### src/rtl/cell_select_cache.sv
// Tape-cell cache between decode and execute: lock-on-hit lookup, dirty writeback eviction, one memory transaction at a time.
// Hits and fill-cycle deliveries are combinational; misses stall through EVICT/FILL/WAIT until the fill cycle.
module cell_select_cache #(
    parameter int NENTRIES = 4,
    parameter int ADDR_W   = 16,
    parameter int DATA_W   = 16,
    parameter int MEM_LAT  = 2
) (
    input  logic              clk,
    input  logic              rst_n,
    input  logic [15:0]       ins,
    input  logic [ADDR_W-1:0] ptr,
    input  logic              branch_en,
    output logic [15:0]       out_ins,
    output logic [DATA_W-1:0] val,
    output logic              stall,
    input  logic              wb_en,
    input  logic [ADDR_W-1:0] wb_addr,
    input  logic [DATA_W-1:0] wb_data,
    output logic              mem_req,
    output logic              mem_we,
    output logic [ADDR_W-1:0] mem_addr,
    output logic [DATA_W-1:0] mem_wdata,
    input  logic              mem_gnt,
    input  logic [DATA_W-1:0] mem_rdata
);
    localparam int IDX_W = $clog2(NENTRIES);
    localparam int CNT_W = $clog2(MEM_LAT + 1);

    typedef enum logic [1:0] {IDLE, EVICT, FILL, WAIT} state_t;

    state_t state, state_nxt;

    logic [NENTRIES-1:0] e_valid, e_locked, e_dirty;
    logic [ADDR_W-1:0]   e_tag  [NENTRIES];
    logic [DATA_W-1:0]   e_data [NENTRIES];

    logic [IDX_W-1:0]  rr_ptr, victim;
    logic [ADDR_W-1:0] miss_addr;
    logic [CNT_W-1:0]  cnt;
    logic              branch_d1;

    logic [3:0] opcode;
    logic       lock_op, need, branching;

    assign opcode    = ins[15:12];
    assign lock_op   = (opcode == 4'd1) || (opcode == 4'd2);
    assign need      = lock_op || (opcode == 4'd5) || (opcode == 4'd8);
    assign branching = branch_en | branch_d1;

    logic             match_any, wb_any, inv_any, rr_any;
    logic [IDX_W-1:0] match_idx, wb_idx, inv_idx, rr_idx, cand;

    always_comb begin
        match_any = 1'b0;
        match_idx = '0;
        wb_any    = 1'b0;
        wb_idx    = '0;
        inv_any   = 1'b0;
        inv_idx   = '0;
        rr_any    = 1'b0;
        rr_idx    = '0;
        cand      = '0;
        for (int i = 0; i < NENTRIES; i++) begin
            if (!match_any && e_valid[i] && (e_tag[i] == ptr)) begin
                match_any = 1'b1;
                match_idx = IDX_W'(i);
            end
            if (!wb_any && e_valid[i] && (e_tag[i] == wb_addr)) begin
                wb_any = 1'b1;
                wb_idx = IDX_W'(i);
            end
            if (!inv_any && !e_valid[i]) begin
                inv_any = 1'b1;
                inv_idx = IDX_W'(i);
            end
        end
        // Round-robin scan starting at rr_ptr; only consulted when every entry is valid.
        for (int k = 0; k < NENTRIES; k++) begin
            cand = rr_ptr + IDX_W'(k);
            if (!rr_any && !e_locked[cand]) begin
                rr_any = 1'b1;
                rr_idx = cand;
            end
        end
    end

    logic             lookup_ok, hit, locked_hit, miss, can_alloc;
    logic             fill_cycle, deliver_fill;
    logic [IDX_W-1:0] sel_idx;

    assign lookup_ok    = (state == IDLE) && need && !branching;
    assign hit          = lookup_ok && match_any && !e_locked[match_idx];
    assign locked_hit   = lookup_ok && match_any && e_locked[match_idx];
    assign miss         = lookup_ok && !match_any;
    assign can_alloc    = inv_any | rr_any;
    assign sel_idx      = inv_any ? inv_idx : rr_idx;
    assign fill_cycle   = (state == WAIT) && (cnt == CNT_W'(1));
    assign deliver_fill = fill_cycle && need && !branching && (ptr == miss_addr);

    assign stall   = (state == IDLE) ? (locked_hit | miss) : !deliver_fill;
    assign out_ins = (stall | branching) ? 16'h0000 : ins;
    assign val     = hit ? e_data[match_idx] : (deliver_fill ? mem_rdata : '0);

    always_comb begin
        mem_req   = 1'b0;
        mem_we    = 1'b0;
        mem_addr  = '0;
        mem_wdata = '0;
        case (state)
            EVICT: begin
                mem_req   = 1'b1;
                mem_we    = 1'b1;
                mem_addr  = e_tag[victim];
                mem_wdata = e_data[victim];
            end
            FILL: begin
                mem_req  = 1'b1;
                mem_addr = miss_addr;
            end
            default: ;
        endcase
    end

    always_comb begin
        state_nxt = state;
        case (state)
            IDLE: begin
                if (miss && can_alloc) begin
                    state_nxt = (e_valid[sel_idx] && e_dirty[sel_idx]) ? EVICT : FILL;
                end
            end
            EVICT:   if (mem_gnt) state_nxt = FILL;
            FILL:    if (mem_gnt) state_nxt = WAIT;
            WAIT:    if (fill_cycle) state_nxt = IDLE;
            default: state_nxt = IDLE;
        endcase
    end

    always_ff @(posedge clk) begin
        if (!rst_n) begin
            state     <= IDLE;
            e_valid   <= '0;
            e_locked  <= '0;
            e_dirty   <= '0;
            rr_ptr    <= '0;
            victim    <= '0;
            miss_addr <= '0;
            cnt       <= '0;
            branch_d1 <= 1'b0;
            for (int i = 0; i < NENTRIES; i++) begin
                e_tag[i]  <= '0;
                e_data[i] <= '0;
            end
        end else begin
            state     <= state_nxt;
            branch_d1 <= branch_en;

            if ((state == IDLE) && miss && can_alloc) begin
                victim    <= sel_idx;
                miss_addr <= ptr;
                rr_ptr    <= sel_idx + IDX_W'(1);
            end

            if (hit && lock_op) begin
                e_locked[match_idx] <= 1'b1;
            end

            if (wb_en && wb_any) begin
                e_data[wb_idx]   <= wb_data;
                e_locked[wb_idx] <= 1'b0;
                e_dirty[wb_idx]  <= 1'b1;
            end

            if ((state == EVICT) && mem_gnt) begin
                e_valid[victim] <= 1'b0;
                e_dirty[victim] <= 1'b0;
            end

            if ((state == FILL) && mem_gnt) begin
                cnt <= CNT_W'(MEM_LAT);
            end else if (state == WAIT) begin
                cnt <= cnt - CNT_W'(1);
            end

            // Fill write comes last so it owns the victim slot on this edge.
            if (fill_cycle) begin
                e_valid[victim]  <= 1'b1;
                e_dirty[victim]  <= 1'b0;
                e_locked[victim] <= deliver_fill && lock_op;
                e_tag[victim]    <= miss_addr;
                e_data[victim]   <= mem_rdata;
            end
        end
    end
endmodule

### config.mk
export PLATFORM = sky130hd
export DESIGN_NAME = cell_select_cache
export DESIGN_NICKNAME = d
export VERILOG_FILES = /design/src/rtl/cell_select_cache.sv
export SDC_FILE = /design/constraint.sdc
export NUM_CORES = 1
export LEC_CHECK = 0
export ABC_AREA = 1
export BUFFER_PORTS_ARGS = -buffer_cell sky130_fd_sc_hd__buf_2
export CORE_MARGIN = 2
export CORE_UTILIZATION = 35
export DETAILED_ROUTE_END_ITERATION = 10
export GPL_TIMING_DRIVEN = 0
export PLACE_DENSITY = 0.62
export SLEW_MARGIN = 10
export SYNTH_ARGS = -nofsm -noshare
export SYNTH_HDL_FRONTEND = slang
export SYNTH_SLANG_ARGS = --single-unit
### constraint.sdc
create_clock -name clk -period 3.7 [get_ports clk]
set_clock_uncertainty 0.2 [all_clocks]
set_input_delay 0.37 -clock clk [delete_from_list [all_inputs] [get_ports clk]]
set_output_delay 0.37 -clock clk [all_outputs]
set_load 0.01 [all_outputs]
==> results.txt <==
Least-Margin Pin Slew -> 0.909 ns
Post-synth net total -> 1860
Max cap viols -> 0
Die Footprint -> 36100 sq um
Slowest stage delay, CP -> 0.48 ns
CP Data Arrival Time -> 3.02 ns
Crit Reg-Reg Startpoint -> state[0]$_SDFFE_PN0P_
CP startpoint kind -> register
# rows -> 68
Critical path buffer and inverter count -> 3
Final ANT Viol Nets -> 0
Slew headroom -> 0.392
First-pass GRT wire length -> 82700 microns
Average cell area after synthesis -> 6.83 sq um
CTS max path bufs -> 2
Die Height -> 190 microns
Pwr dens -> 361 nW/um^2
Sequential area share after synthesis -> 0.382
Unrepaired setup endpoints after global routing -> yes
Max Fclk -> 0.279 GHz
Most frequent cell on the critical path -> nand2_1
Post-synth top area share -> 0.318
Initial drt markers -> 1841
Post-route insts no fill -> 2405
Number of port buffers -> 136
Routed vias/inst -> 5.75
TritonCTS clock tree -> yes
Initial antenna violation count -> 0
Initial Util -> 0.353
Design Power -> 5.11 mW
Root Buffer -> clkbuf_16
CP Max Fanout -> 10
Leak pwr -> 6.15 nW
Most frequent cells after synthesis -> nand2_1, nor2_1, inv_1
I/O pin cnt -> 152
Setup TNS -> 0 ns
Dpl cells -> 2362
Sink Count -> 167
Ys flop type -> edfxtp_1
Cells after synthesis -> 1770
Final min period -> 3.59 ns
Share of layout cells above drive strength 1 -> 0.135
WP data required -> 3.13 ns
Critical-path cell list -> xnor2_1, nand3_1, nor2_4, nand3_4, nand2_1, nand2_1, nand3_4, nand2_4, inv_4, buf_6, nand2_1, nand2_1, buf_2
Vias in the first global route -> 12800
Max VDD drop -> 0.246 mV
WS Path Type -> register to primary output
Final Hold Fails -> 0
Post-synth cell types -> 46
Final nets -> 2027
Final wirelength -> 57800 microns
Pin count of the biggest net entering global routing -> 20
Post-synth ARST share -> 0
Die W -> 190 microns
Crit end category -> primary output
CP top delay family -> simple AND/OR/NAND/NOR gates
Part of the cycle the worst path needs -> 0.970
Most common cell in the netlist -> nand2_1
Worst-skew pair later-pin latency -> 0.46 ns
Diodes inserted -> 0
Worst R2R End -> e_data[3][9]$_DFFE_PP_
Hold Crit Depth -> 3
Top post-synthesis cells by area -> edfxtp_1, nand2_1, nor2_1
Worst hold path class -> input pin to register
Status -> finished clean
Final setup fails -> 0
Core Region -> 34300 sq um
Synth Warn # -> 0
Max Slew Vio Count -> 0
Reg2Reg Depth -> 9
Post-layout util -> 0.414
Hold Path Origin -> mem_rdata[10]
Mapped Area -> 12100 sq um
H-tree Lvls -> 4
Pre-antenna DRT Iters -> 6
CTS buffer count -> 17
Post-synth EDFFs -> 128
Critical path's slowest cell -> edfxtp_1
Final HPWL DP -> 45800 microns
Gpl congestion -> 1.01
Drt drc -> 0
Via count -> 13800
Area Growth Syn to Fin -> 17.3%
Yosys reg bits -> 167
Reg clk slew, reported paths -> 0.07 ns
R2r setup slk -> 0.19 ns
Gr usage total -> 0.316
Worst Hold Path EP -> e_data[3][10]$_DFFE_PP_
Area leader, netlist -> edfxtp_1
Grt ovf -> 0
Routed wire per std cell -> 24.0 microns
==> cell families after synthesis <==
group,count (synthesis),synth area share
adder cells (fa/ha/maj),5,0.00517
AND/OR/NAND/NOR,905,0.322
buffers and inverters,308,0.0998
AO/OA/AOI/OAI,349,0.164
flip-flops,167,0.382
XOR/XNOR,36,0.0261
==> worst max path at each step <==
stage,endpoint,start,cells past startpoint
final,val[12],e_tag[0][4]$_SDFFCE_PN0P_,13
after global routing,val[12],e_tag[3][0]$_DFFE_PP_,17
after CTS,val[12],e_tag[0][14]$_SDFFCE_PN0P_,12
after detailed placement,val[5],ins[14],14
after global placement,e_data[3][8]$_DFFE_PP_,state[0]$_SDFFE_PN0P_,5
after floorplan,e_data[3][0]$_DFFE_PP_,state[0]$_SDFFE_PN0P_,5
==> state kept, by name, indices dropped and copies added (netlist names), named ones only <==
register,count
e_data,64
e_tag,64
miss_addr,16
e_dirty,4
e_locked,4
e_valid,4
cnt,2
rr_ptr,2
state,2
victim,2
branch_d1,1
==> metrics by stage <==
| stage | cell area [sq um] | hold slack (ns) | setup WS, ns |
|---|---|---|---|
| finish | 14200 | 0.0294 | 0.111 |
| global route | 14200 | 0.0476 | -0.0267 |
| CTS | 14000 | 0.0260 | 0.00254 |
| detailed placement | 13400 | 0.264 | -0.222 |
| global placement | 13300 | 0.250 | -0.711 |
| floorplan | 12100 | 0.235 | 0.590 |
==> report_power, final <==
group | switching [mW] | internal, mW
sequential | 0.0703 | 2.09
combinational | 0.786 | 0.289
clock | 0.872 | 1.01
total | 1.73 | 3.39
==> what timing repair did <==
item,in CTS,in global routing
pin swaps,1,4
buffers inserted,1,9
hold endpoints to repair,1,0
setup endpoints to repair,36,30
hold buffers,1,0
gates resized for setup,12,21
==> cells in the final DEF (no fill, tap or decap), types with 4 or more instances in the layout <==
master     count
nor2_1       241
nor2_2        12
nand2_1      444
nand4_1       71
ha_1           4
o211ai_1      29
inv_2         12
buf_4         10
xor2_1        14
nor4_1         8
nor3b_1        4
buf_1          6
o21ai_0      105
inv_6          4
o22ai_1       55
o2111ai_1      5
clkbuf_16     18
buf_2        158
nand3b_1       5
clkinv_1       5
nand3_4        4
nor3_1        26
inv_1        210
edfxtp_1     128
a22oi_1       16
xnor2_1       21
clkbuf_1      44
dfxtp_1       39
a21oi_1      122
nand3_1       65
a211oi_1       5
nand3_2        4
==> area by class of cell <==
type | instances | area [sq um]
sequential | 167 | 4620
timing repair buffer | 148 | 781
inverter | 229 | 866
multi-input combinational | 1295 | 6380
clock buffer | 19 | 464
buffer | 79 | 357
fill | 3652 | 20100
tap | 455 | 569
clock inverter | 13 | 135
==> layer usage <==
| metal | vias up | GRT usage | share of wire |
|---|---|---|---|
| met4 | 0 | 0.121 | 0.038 |
| met3 | 134 | 0.0727 | 0.11 |
| li1 | 6289 | - | - |
| met2 | 886 | 0.470 | 0.42 |
| met1 | 6522 | 0.445 | 0.42 |
| met5 | - | 0 | 0 |
==> tightest hold or removal path, cell delays in order <==
cell	delay, ns
buf_2	0.10
nand2_1	0.05
o21ai_0	0.06
Note: power is estimated with default switching activity, not from simulation.
